**config.mk**
```make
export PLATFORM = sky130hd
export DESIGN_NAME = if_stage
export DESIGN_NICKNAME = d
export VERILOG_FILES = /design/src/rtl/cpu_pkg.sv /design/src/rtl/if_hold_buffer.sv /design/src/rtl/if_stage.sv
export SDC_FILE = /design/constraint.sdc
export NUM_CORES = 1
export LEC_CHECK = 0
export CELL_PAD_IN_SITES_DETAIL_PLACEMENT = 0
export CELL_PAD_IN_SITES_GLOBAL_PLACEMENT = 1
export CORE_MARGIN = 2
export CORE_UTILIZATION = 36
export CTS_CLUSTER_SIZE = 8
export DETAILED_ROUTE_END_ITERATION = 8
export PLACE_DENSITY_LB_ADDON = 0.1
export SETUP_SLACK_MARGIN = 0.3
export SYNTH_ARGS = -nofsm -noshare
export SYNTH_HDL_FRONTEND = slang
export SYNTH_HIERARCHICAL = 1
export SYNTH_SLANG_ARGS = --single-unit
```
**constraint.sdc**
```tcl
create_clock -name clk -period 2.6 [get_ports clk]
set_input_delay 0.52 -clock clk [delete_from_list [all_inputs] [get_ports clk]]
set_output_delay 0.52 -clock clk [all_outputs]
set_load 0.05 [all_outputs]
```
**src/rtl/cpu_pkg.sv**
```systemverilog
// cpu_pkg: definitions shared across the pipelined MIPS core.
//   NOP_INSTR        - bubble word (sll $0,$0,0), decodes as a harmless R-type
//   RESET_PC_DEFAULT - default PC value loaded on reset
//   if_state_t       - instruction-fetch control state (1 bit, FETCH = 0)
package cpu_pkg;

    localparam logic [31:0] NOP_INSTR        = 32'h0000_0000;
    localparam logic [31:0] RESET_PC_DEFAULT = 32'h0000_0000;

    typedef enum logic {
        FETCH = 1'b0,
        HOLD  = 1'b1
    } if_state_t;

endpackage

```
**src/rtl/if_hold_buffer.sv**
```systemverilog
// if_hold_buffer: one-entry register with load, clear and a valid flag.
// Used by the fetch stage to capture a word that returns while the
// pipeline is stalled, so it can be delivered once the stall releases.
//   clk    in   clock, rising edge
//   rst_n  in   synchronous active-low reset (empties the entry)
//   load   in   capture din, mark valid
//   clear  in   drop the entry (wins over load)
//   din    in   WIDTH-bit data to capture
//   dout   out  stored data
//   valid  out  entry holds captured data
module if_hold_buffer #(
    parameter int unsigned WIDTH = 64
) (
    input  logic             clk,
    input  logic             rst_n,
    input  logic             load,
    input  logic             clear,
    input  logic [WIDTH-1:0] din,
    output logic [WIDTH-1:0] dout,
    output logic             valid
);

    always_ff @(posedge clk) begin
        if (!rst_n) begin
            dout  <= '0;
            valid <= 1'b0;
        end else if (clear) begin
            dout  <= '0;
            valid <= 1'b0;
        end else if (load) begin
            dout  <= din;
            valid <= 1'b1;
        end
    end

endmodule

```
**src/rtl/if_stage.sv**
```systemverilog
// if_stage: instruction-fetch stage of the pipelined MIPS core.
// Owns the PC, issues instruction-memory requests and loads the IF/ID
// pipeline register. Honours hazard-unit stalls and ID-stage redirects;
// a word that returns while stalled is parked in a hold buffer.
//   clk          in   clock, rising edge
//   rst_n        in   synchronous active-low reset
//   imem_req     out  fetch request, address valid while high
//   imem_addr    out  fetch address (current PC)
//   imem_ready   in   imem_rdata valid this cycle for imem_addr
//   imem_rdata   in   fetched word
//   stall        in   hold PC and IF/ID
//   redirect     in   taken branch / jump resolved in ID
//   redirect_pc  in   redirect target, bits [1:0] forced to 00
//   ifid_instr   out  IF/ID instruction
//   ifid_pc4     out  IF/ID PC+4
//   ifid_valid   out  IF/ID holds a real instruction
//   pc           out  current PC
module if_stage
    import cpu_pkg::*;
#(
    parameter logic [31:0] RESET_PC = RESET_PC_DEFAULT,
    parameter logic [31:0] NOP      = NOP_INSTR
) (
    input  logic        clk,
    input  logic        rst_n,
    output logic        imem_req,
    output logic [31:0] imem_addr,
    input  logic        imem_ready,
    input  logic [31:0] imem_rdata,
    input  logic        stall,
    input  logic        redirect,
    input  logic [31:0] redirect_pc,
    output logic [31:0] ifid_instr,
    output logic [31:0] ifid_pc4,
    output logic        ifid_valid,
    output logic [31:0] pc
);

    if_state_t   state;
    if_state_t   state_next;

    logic [31:0] pc_plus4;
    logic        buf_load;
    logic        buf_clear;
    logic [63:0] buf_data;
    logic        buf_valid;

    // Modulo-2^32 increment: 32'hFFFF_FFFC wraps to 0.
    assign pc_plus4 = pc + 32'd4;

    // ---------------- state register ----------------
    always_ff @(posedge clk) begin
        if (!rst_n) begin
            state <= FETCH;
        end else begin
            state <= state_next;
        end
    end

    // ---------------- next-state logic ----------------
    always_comb begin
        state_next = state;
        if (redirect) begin
            state_next = FETCH;
        end else begin
            case (state)
                FETCH: if (stall && imem_ready) state_next = HOLD;
                HOLD:  if (!stall)              state_next = FETCH;
                default:                        state_next = FETCH;
            endcase
        end
    end

    // ---------------- output logic ----------------
    // Request depends only on state, pc and rst_n; never on imem_ready.
    always_comb begin
        imem_req  = rst_n && (state == FETCH);
        imem_addr = pc;
    end

    // ---------------- hold buffer ----------------
    // Capture only in FETCH with a stall and a returning word; a redirect
    // or the release from HOLD empties it.
    assign buf_load  = (state == FETCH) && stall && imem_ready && !redirect;
    assign buf_clear = redirect || ((state == HOLD) && !stall);

    if_hold_buffer #(
        .WIDTH (64)
    ) u_hold (
        .clk   (clk),
        .rst_n (rst_n),
        .load  (buf_load),
        .clear (buf_clear),
        .din   ({imem_rdata, pc_plus4}),
        .dout  (buf_data),
        .valid (buf_valid)
    );

    // ---------------- PC and IF/ID register ----------------
    // Priority: reset, redirect, stall, normal operation.
    always_ff @(posedge clk) begin
        if (!rst_n) begin
            pc         <= RESET_PC;
            ifid_instr <= NOP;
            ifid_pc4   <= '0;
            ifid_valid <= 1'b0;
        end else if (redirect) begin
            pc         <= {redirect_pc[31:2], 2'b00};
            ifid_instr <= NOP;
            ifid_valid <= 1'b0;
        end else if (state == FETCH) begin
            if (!stall) begin
                if (imem_ready) begin
                    ifid_instr <= imem_rdata;
                    ifid_pc4   <= pc_plus4;
                    ifid_valid <= 1'b1;
                    pc         <= pc_plus4;
                end else begin
                    // Bubble; ifid_pc4 intentionally left as is.
                    ifid_instr <= NOP;
                    ifid_valid <= 1'b0;
                end
            end else if (imem_ready) begin
                // IF/ID frozen; the word goes to the hold buffer and the
                // PC advances so the next fetch is the following word.
                pc <= pc_plus4;
            end
        end else begin
            if (!stall) begin
                ifid_instr <= buf_data[63:32];
                ifid_pc4   <= buf_data[31:0];
                ifid_valid <= buf_valid;
            end
        end
    end

endmodule

```
# After elaboration in Yosys (flattened, before gate mapping)
# Index checks and enable logic that the tools add are counted.
# Widths: inputs -> output; s select.
[op_classes] add_sub_neg=1 n_eq_ne=1 mux=18 bitwise=4 reduce_logical=15
[op_table] cell="$mux 32" n=11
[op_table] cell="$add 32x3->32 const B" n=1
[op_table] cell="$logic_and 1x1->1" n=6
[op_table] cell="$mux 1" n=6
[op_table] cell="$not 1->1" n=4
[op_table] cell="$reduce_bool 2->1" n=2
[op_table] cell="$reduce_or 2->1" n=2
[op_table] cell="$reduce_and 3->1" n=1
[op_table] cell="$logic_not 1->1" n=2
[op_table] cell="$ne 2x2->1 const B" n=1
[op_table] cell="$pmux 1 s2" n=1
[op_table] cell="$reduce_and 2->1" n=1
[op_table] cell="$logic_or 1x1->1" n=1
[totals] register_bits=163 input_bits=69 out_inout_bits=130

# Longest topological paths before layout
# Gate-level depths: netlist of the first run.
[logic_depth] ltp_word=4 depth_mapped=9 depth_no_buf=8

# Hierarchy
# Netlist of the first run, hierarchy kept.
[modules_own_cells] module="if_stage" n_inst=1 cells_per_inst=652 area_per_inst_um2=5282.6 seq_area_each_um2=1921.8
[modules_own_cells] module="if_hold_buffer" n_inst=1 cells_per_inst=210 area_per_inst_um2=2324.7 seq_area_each_um2=1301.2

# Worst setup path after synthesis of the first run
# OpenSTA, ideal clock, no wires.
[synth_timing] kind="reg-to-reg" from="register pc[2], in the netlist imem_addr[2]" to="register u_hold.dout[24]" setup_ns=0.128 arrival_time_ns=2.297 required_ns=2.472 path_slack_ns=0.175 stages_incl_launch_ff=9 path_buffers=1 period_less_slack_ns=2.425 path_cell_list="dfxtp_1 -> ha_1 -> nand3_2 -> clkbuf_1 -> nor4_1 -> nand4_1 -> xnor2_1 -> mux2i_1 -> nor2_1"
[synth_via] elab_chain_len=1
[synth_lines] item="start: declaration" line="if_stage.sv:36" text="output logic [31:0] pc"
[synth_lines] item="start signal: assignment" line="if_stage.sv:108" text="pc <= {redirect_pc[31:2], 2'b00};"
[synth_lines] item="start signal: assignment" line="if_stage.sv:117" text="pc <= pc_plus4;"
[synth_lines] item="start signal: assignment" line="if_stage.sv:126" text="pc <= pc_plus4;"
[synth_lines] item="$add 32x3->32" line="if_stage.sv:49" text="assign pc_plus4 = pc + 32'd4;"
[synth_lines] item="net pc_plus4[24]" line="if_stage.sv:42" text="logic [31:0] pc_plus4;"
[synth_lines] item="end signal: assignment" line="if_hold_buffer.sv:31" text="dout <= din;"
[synth_lines] item="end: declaration" line="if_hold_buffer.sv:19" text="output logic [WIDTH-1:0] dout,"
# The timed path passes the listed nets, and every way through them passes these cells.
# A chain may end at the register's enable or synchronous reset.

# Final worst setup path of the first run
[layout_timing] from="register pc[29], in the netlist imem_addr[29]" to="output port imem_addr[29]"
[layout_lines] item="end: declaration" line="if_stage.sv:27" text="output logic [31:0] imem_addr,"
# No word-level cell between the ends.

==> run summary, run 1 <==
Pre-CTS setup slack: 0.200 ns
CTS clk-pin slew, worst paths: 0.07 ns
# hold bufs at CTS: 0
Post-Route WL: 22500 um
Clock latency on the worst-skew pair: 0.42 ns
Fraction of layout cells with a size suffix above 1: 10.6%
Final Max Slew Viols: 0
Cell Chain, Critical Path: clkdlybuf4s50_1
Critical path depth in cells: 1
Synth Register Bits: 161
CP startpoint: imem_addr[29]$_SDFFE_PN0P_
DRC viols: 0
Post-synth top area cell: dfxtp_1
Port Buffer Count: 192
Register area: 0.00323 sq mm
# IOs: 199
Synth unique cells: 58
Fin crit share: 86.1%
Syn-to-layout area delta: 36.8%
Area share of the largest cell type after synthesis: 42.4%
Status: finished clean
Core box area: 0.0209 sq mm
Die Ht: 149 um
Avg Inst Size Synth: 8.83 sq um
Antenna cells: 0
R2r setup slk: 0.42 ns
Initial core utilization: 36.4%
Yosys Warn Count: 6
CP Launch Type: flip-flop
Hold path depth: 2
H-tree lvl count: 4
Row Count: 53
WP buf/inv: 1
Final WS setup: 0.360 ns
Vias in the first global route: 6480
Final Hold Viols: 0
Required time worst endpoint: 2.08 ns
CP Max Fanout: 6
R2R Path End: u_hold/dout[29]$_SDFFE_PP0P_
CTS root buf: clkbuf_16
GPL Wtd Cong: 0.761
Critical Path End Type: output pin
HP Class: flip-flop to flip-flop
Wirelength per Cell: 17.2 um
DP Cell Count: 1273
Peak VDD IR: 474 uV
GRT Util Overall: 20.6%
Seq/Total Area, Yosys: 42.4%
Filler cell count in the final layout: 2097
Post-DP HPWL: 15000 um
Min Tclk post-route: 2.24 ns
Tightest Pin Transition: 0.562 ns
Initial antenna violation count: 0
CTS Buffer Depth: 2
Leak: 4.01 nW
Vias: 6618
CTS tree: done
CP arrival: 1.72 ns
R2R cell count: 8
Pwr per Cell Area: 617 mW/mm^2
Mapped cell area: 0.00761 sq mm
Max cap viols: 0
Post-Synthesis Cells: 862
Slowest stage cell, crit path: clkdlybuf4s50_1
Setup TNS: 0 ns
Setup CP Type: flip-flop to output pin
DR iter-0 viols: 314
Die width: 149 um
Clock sink total: 161
Rel. slew slack: 62.4%
RSZ-0062 raised after global routing: yes
1st-pass router iterations: 4
Gr ovfl total: 0
Via density: 5.06
CP Capture Point: imem_addr[29]
First-pass GRT wire length: 35800 um
Main area contributors after synthesis: dfxtp_1, mux2i_1, nor2_1, o21ai_0, a221o_1
CTS buffer count: 17
Finished Layout Cells: 1308
Area of the die: 0.0223 sq mm
Largest net degree at the start of global routing: 51
Final ANT Viol Nets: 0
Nets@finish: 1091
CP peak stage delay: 0.85 ns
Max Fclk: 0.446 GHz
# setup viols final: 0
CP top delay family: buffers and inverters
Reg2reg start: imem_addr[4]$_SDFFE_PN0P_
Multi-input logic area: 0.00377 sq mm
Setup Skew: 0.0113 ns
==> cell type report <==
cell class | instances | area share [%]
Clock inverter | 11 | 1.48
Clock buffer | 20 | 4.48
Inverter | 14 | 0.505
Multi-Input combinational cell | 587 | 36.3
Timing Repair Buffer | 240 | 22.9
Tap cell | 275 | 3.31
Sequential cell | 161 | 31.0
==> repair_timing <==
item | in CTS | in global routing
setup endpoints to repair | 28 | 22
gates resized for setup | 28 | 15
pin swaps | 0 | 1
setup buffers | 0 | 4
==> how the worst min path moves through the flow <==
stage                         startpoint                   endpoint  slack, ns
2_1_floorplan  u_hold/valid$_SDFFE_PP0P_  u_hold/valid$_SDFFE_PP0P_       0.43
3_3_place_gp    ifid_pc4[4]$_SDFFE_PN0P_   ifid_pc4[4]$_SDFFE_PN0P_       0.45
3_5_place_dp    ifid_pc4[1]$_SDFFE_PN0P_   ifid_pc4[1]$_SDFFE_PN0P_       0.45
4_1_cts         ifid_pc4[5]$_SDFFE_PN0P_   ifid_pc4[5]$_SDFFE_PN0P_       0.46
5_1_grt         ifid_pc4[5]$_SDFFE_PN0P_   ifid_pc4[5]$_SDFFE_PN0P_       0.48
6_report        ifid_pc4[4]$_SDFFE_PN0P_   ifid_pc4[4]$_SDFFE_PN0P_       0.45
==> synthesized netlist by cell type, drive strengths merged <==
cell type,number
buf,57
nand2,59
nor2,127
a21oi,29
nor4,8
ha,1
nand2b,5
and3,5
a31o,3
mux2,2
nor2b,2
and2,1
a221oi,4
a41o,2
nand3,40
o31a,1
or3,6
a211oi,10
xnor2,21
o41ai,2
nand4,16
a31oi,10
nand4b,2
nor3,10
o22ai,3
a311oi,4
clkinv,1
o21bai,1
dfxtp,161
xor2,23
o211ai,3
inv,13
o221ai,1
conb,1
nand3b,2
clkbuf,48
and4,6
o31ai,1
or2,3
o311a,2
a221o,31
o21ai,67
mux2i,68
==> state kept, by name, summed over array words and instances, names as in the netlist <==
| register | cells |
|---|---|
| ifid_valid | 1 |
| u_hold/valid | 1 |
| imem_addr | 30 |
| state | 1 |
| ifid_instr | 32 |
| ifid_pc4 | 32 |
| u_hold/dout | 64 |
==> kinds of logic after synthesis <==
| group | count (synthesis) | synth area share, % |
|---|---|---|
| simple gates | 292 | 19.0 |
| compound gates | 174 | 15.4 |
| flops | 161 | 42.4 |
| buf+inv | 119 | 8.78 |
| mux | 70 | 9.24 |
| xor+xnor | 44 | 5.07 |
| fa+ha+maj | 1 | 0.164 |
| other cells | 1 | 0.0493 |
==> through the flow <==
stage / hold slack (ns) / instance area [sq um] / utilization, % / power [mW]
detailed placement: 0.452 / 9740 / 46.6 / 3.86
finish: 0.454 / 10400 / 49.8 / 6.42
floorplan: 0.435 / 7630 / - / 3.44
global placement: 0.445 / 9740 / 46.6 / 3.86
CTS: 0.461 / 10300 / 49.4 / 6.50
global route: 0.483 / 10400 / 49.8 / 6.69
==> layer usage <==
| metal | up-vias | part of all wire [%] | track usage [%] |
|---|---|---|---|
| met5 | - | 0 | 0 |
| met1 | 3117 | 49 | 28.2 |
| met4 | 0 | 0.75 | 4.81 |
| li1 | 3317 | - | - |
| met3 | 12 | 5.9 | 5.47 |
| met2 | 172 | 45 | 32.3 |
==> layout by cell type, fill, tap and decap left out, types with 3 or more instances in the layout <==
| cell | n |
|---|---|
| dlymetal6s2s_1 | 12 |
| buf_12 | 9 |
| and4_1 | 6 |
| nand2_1 | 59 |
| nor3_1 | 7 |
| a221o_1 | 31 |
| nor4_4 | 4 |
| and3_1 | 5 |
| xor2_1 | 23 |
| bufinv_16 | 3 |
| o22ai_1 | 3 |
| o211ai_1 | 3 |
| dfxtp_1 | 158 |
| o21ai_0 | 67 |
| nor3_2 | 3 |
| nand4_1 | 15 |
| nand2b_1 | 4 |
| buf_4 | 40 |
| a311oi_1 | 4 |
| inv_1 | 12 |
| or3_1 | 6 |
| xnor2_1 | 20 |
| a31oi_1 | 10 |
| nand3_1 | 38 |
| mux2i_1 | 68 |
| clkinv_4 | 3 |
| nor2_1 | 123 |
| nor4_1 | 4 |
| dlygate4sd2_1 | 28 |
| a21oi_1 | 29 |
| clkbuf_16 | 17 |
| clkbuf_8 | 3 |
| clkdlybuf4s50_1 | 151 |
| conb_1 | 6 |
| dfxtp_2 | 3 |
| a211oi_1 | 10 |
| a31o_2 | 3 |
==> worst min-delay path, delay by kind of cell (launching register included) <==
family	cells	cell delay, ns
AO/OA/AOI/OAI	1	0.05
flip-flops	1	0.31
AND/OR/NAND/NOR	1	0.05
==> power by group <==
group | total [mW] | switching [mW] | internal [mW]
Combinational | 1.15 | 0.725 | 0.425
Sequential | 2.63 | 0.0829 | 2.55
Clock | 2.64 | 1.05 | 1.59
(Power assumes the default switching activity.)
==> run 2: changes to the inputs <==
- CORE_UTILIZATION: 36 -> 25
==> run 2 against run 1 <==
Sequential share of layout area shrank 0.57 points. Cell count grew 9.4%. Sequential power is essentially flat. Clock skew grew 0.0011 ns. Non-clock buffer count grew 6. Flip-flop and latch count is the same. Core utilization shrank 14 points. Maximum frequency grew 0.20%. Register-to-register slack gained 0.06 ns. Total power grew 1.8%.
==> run summary, run 2 (same netlist as run 1, synthesis figures left out) <==
Pwr per Cell Area: 616 mW/mm^2 (about the same)
Leak: 4.12 nW (+2.8%)
Status: finished clean
CTS tree: done
WP buf/inv: 2 (+1)
Max cap viols: 0 (unchanged)
Vias in the first global route: 6566 (+1.3%)
Die width: 178 um (+19%)
Clock power frac: 41.7% (+0.6 points)
Required time worst endpoint: 2.08 ns (about the same)
CP top delay family: buffers and inverters
P_int: 4.53 mW (-0.83%)
HP Class: flip-flop to flip-flop
Max reg flops: 64 (unchanged)
Nets@finish: 1097 (+0.55%)
Cell Chain, Critical Path: buf_4, clkdlybuf4s50_1
Initial core utilization: 25.5% (-11 points)
RSZ-0062 raised after global routing: no
Logic gate share of total power: 18.2% (+0.3 points)
Sw Ratio: 30.7% (+1.8 points)
Gr ovfl total: 0 (unchanged)
Pwr Total: 6.53 mW (+1.8%)
Final Util: 35.6% (-14 points)
Peak VDD IR: 309 uV (-35%)
Critical Path End Type: output pin
Min Tclk post-route: 2.24 ns (-0.00454 ns)
# hold bufs at CTS: 0 (unchanged)
CTS root buf: clkbuf_16
Setup CP Type: flip-flop to output pin
DRC viols: 0 (unchanged)
First-pass GRT wire length: 40200 um (+12%)
CTS Buffer Depth: 2 (unchanged)
Flop pwr share: 40.1% (-0.9 points)
Slowest stage cell, crit path: clkdlybuf4s50_1
Final Hold Viols: 0 (unchanged)
# setup viols final: 0 (unchanged)
Via density: 4.66 (-8.0%)
Most common cell after layout, fill and taps aside: dfxtp_1
Die Ht: 178 um (+19%)
Post-Route WL: 26100 um (+16%)
Setup Skew: 0.0124 ns (+0.00105 ns)
1st-pass router iterations: 4 (unchanged)
Port Buffer Count: 192 (unchanged)
Fraction of layout cells with a size suffix above 1: 11.2% (+0.51 points)
GRT Util Overall: 16.5% (-4.0 points)
Top Registers: u_hold/dout: 64 flops, ifid_instr: 32 flops, ifid_pc4: 32 flops
Vias: 6664 (+0.70%)
CP peak stage delay: 0.81 ns (-0.04 ns)
Fin crit share: 86.0% (-0.17 points)
Wirelength per Cell: 18.3 um (+6.0%)
CP Max Fanout: 6 (unchanged)
Core box area: 0.0298 sq mm (+43%)
Largest net degree at the start of global routing: 36 (-29%)
Syn-to-layout area delta: 39.4%
NetSw: 2.01 mW (+8.3%)
CTS buffer count: 17 (unchanged)
# IOs: 199 (unchanged)
Post-DP HPWL: 18200 um (+22%)
Initial antenna violation count: 2 (+2)
Area of the die: 0.0318 sq mm (+43%)
DR iter-0 viols: 355 (+13%)
Clock latency on the worst-skew pair: 0.43 ns (about the same)
Max Fclk: 0.447 GHz (+0.20%)
H-tree lvl count: 4 (unchanged)
Final ANT Viol Nets: 0 (unchanged)
Clock sink total: 161 (unchanged)
Rel. slew slack: 61.6% (-0.77 points)
Setup TNS: 0 ns (unchanged)
Top reg by flops: u_hold/dout
Tightest Pin Transition: 0.574 ns (+0.0114 ns)
CP arrival: 1.72 ns (about the same)
Most frequent cells in the layout: dfxtp_1, clkdlybuf4s50_1, nor2_1
CP Launch Type: flip-flop
Row Count: 63 (+19%)
CTS clk-pin slew, worst paths: 0.07 ns (about the same)
GPL Wtd Cong: 0.788 (+3.5%)
Final Max Slew Viols: 0 (unchanged)
run 2: tightest hold or removal path: stages, from the launching register on:
cell and delay, ns:
dfxtp_1 0.31, nand2_1 0.05, a21oi_1 0.05
run 2: layout make-up:
class	instances	area, sq um
fill	3152	19200
multi-input combinational	587	3770
sequential	161	3230
timing repair buffer	246	2440
tap	390	488
clock buffer	18	429
clock inverter	14	190
inverter	14	52.6
antenna	1	2.50
run 2: power by group through the flow:
stage	Combinational, mW	Clock (mW)	Sequential [mW]
after global placement	1.23	0	2.68
after floorplan	0.540	0	2.90
final	1.19	2.73	2.62
after detailed placement	1.22	0	2.68
after CTS	1.20	2.83	2.62
after global routing	1.27	2.90	2.63
run 2: metrics by stage:
stage               std cells  hold slack [ns]  setup WS [ns]  cell area (sq um)
floorplan                 867            0.435          0.313               7630
finish                   1431            0.451          0.365              10600
global placement         1396            0.442          0.126               9950
CTS                      1428            0.456          0.299              10500
detailed placement       1396            0.447          0.129               9950
global route             1430            0.472          0.311              10600
run 2: final timing paths:
| path | startpoint | endpoint | slack (ns) | cells past startpoint |
|---|---|---|---|---|
| worst max-delay path | imem_addr[17]$_SDFFE_PN0P_ | pc[17] | 0.36 | 2 |
| worst min-delay path | ifid_pc4[1]$_SDFFE_PN0P_ | ifid_pc4[1]$_SDFFE_PN0P_ | 0.45 | 2 |
| worst max register to register | imem_addr[10]$_SDFFE_PN0P_ | u_hold/dout[28]$_SDFFE_PP0P_ | 0.48 | 7 |
| worst min register to register | ifid_pc4[1]$_SDFFE_PN0P_ | ifid_pc4[1]$_SDFFE_PN0P_ | 0.45 | 2 |
run 2: routing by layer:
layer,routed length [um],vias to the layer above,track usage (%),share of wire (%)
li1,-,3328,-,-
met1,12300,3156,22.7,47
met2,11900,162,25.5,46
met3,1740,16,4.67,6.7
met4,146,2,3.83,0.56
met5,15,-,0,0.057
run 2: repair_timing:
action,4_1_cts,5_1_grt
setup buffers,0,2
endpoints found under the setup margin,36,25
pin swaps,0,2
resized for setup,36,18
==> variant (flow settings as in run 2) <==
Make the reset (`rst_n`) asynchronous in 3 clocked blocks. Comments in the files are not updated.
--- a/src/rtl/if_hold_buffer.sv
+++ b/src/rtl/if_hold_buffer.sv
@@ -21,5 +21,5 @@
 );
 
-    always_ff @(posedge clk) begin
+    always_ff @(posedge clk or negedge rst_n) begin
         if (!rst_n) begin
             dout  <= '0;
--- a/src/rtl/if_stage.sv
+++ b/src/rtl/if_stage.sv
@@ -50,5 +50,5 @@
 
     // ---------------- state register ----------------
-    always_ff @(posedge clk) begin
+    always_ff @(posedge clk or negedge rst_n) begin
         if (!rst_n) begin
             state <= FETCH;
@@ -99,5 +99,5 @@
     // ---------------- PC and IF/ID register ----------------
     // Priority: reset, redirect, stall, normal operation.
-    always_ff @(posedge clk) begin
+    always_ff @(posedge clk or negedge rst_n) begin
         if (!rst_n) begin
             pc         <= RESET_PC;
Behaviour: differs if rst_n is asserted again (counterexample within 4 cycles, from zero or initial values and one cycle with rst_n low); with rst_n held inactive, the same outputs for 4 cycles.
==> variant against run 2 <==
  * Sequential power increased by 10%
  * Setup slack got worse by 47 ps
  * Sequential cell count unchanged
  * Total power increased by 18%
  * Wire length decreased by 1.7%
  * Final area increased by 4.3%
  * Clock skew increased by 3.0 ps
  * Area after synthesis increased by 6.5%
  * Cell count decreased by 2.6%
==> variant: results <==
group,metric,value,unit
status,status,"completed",
route,drt_iter0_markers,353,
route,wl,25680,um
placed_design,place.gp.congestion,0.7428,
setup_path,critPathCapture,"imem_addr[3]",
route,highest_layer,"met4",
layout,nClkBuffers,20,
setup_path,critPathMaxFanout,4,
yosys,synth_area_leaders,"dfrtp_1 50%, mux2i_1 8.5%, a221o_1 5.7%",
yosys,yosysUniqueCellTypes,47,
route,num_vias,6402,
power,power_leakage,4.736,nW
yosys,synthMuxAreaShare,0.08664,
power,p_switching,0.002677,W
placed_design,place_ws,233.7,ps
setup_path,slowest_delay,790,ps
timing,skew,15.38,ps
power,power,0.007688,W
layout,layout.nets,1048,
layout,buffer_area_frac,0.2081,
power,seq-power,0.00289,W
layout,drive_gt1_frac,0.1150,
global_routing,grt_max_degree,133,
layout,inverters,4,
placed_design,place_area,10390,um^2
floorplan,rows,65,
layout,num-multi-input-gates,556,
setup_path,rr_endpoint,"u_hold/dout[28]",
timing,worst_pin_slew,782.5,ps
route,dr_wl_met3,1707,um
worst_hold_path,hp-class,"primary input to async pin",
[variant: kinds of logic (layout without fill, tap and decap cells)]
group | count (synthesis) | in the layout
xor gates and xnor gates | 51 | 51
AOI/OAI and AO/OA | 145 | 145
other | 1 | 7
DFF | 161 | 161
buffers and inverters | 102 | 274
muxes | 70 | 70
adders and majority gates | 1 | 1
and+or+nand+nor | 283 | 283
[variant: worst reg2reg max path: stages, from the launching register on]
cell and delay, ps:
dfrtp_2 410, ha_4 160, nand3_2 90, or4_4 620, o31a_1 320, or2_1 230
mux2i_1 150, nor2_1 50
[variant: metrics by stage]
step | cells | hold slack [ps]
3_5_place_dp | 1357 | 472.1
4_1_cts | 1389 | 125.3
3_3_place_gp | 1357 | 462.9
5_1_grt | 1393 | 143.1
6_report | 1394 | 112.7
2_1_floorplan | 819 | 224.4
[variant: timing repair]
item | CTS | global route
setup buffers | 0 | 4
resized for setup | 39 | 12
endpoints found under the setup margin | 41 | 11
pin swaps | 0 | 1
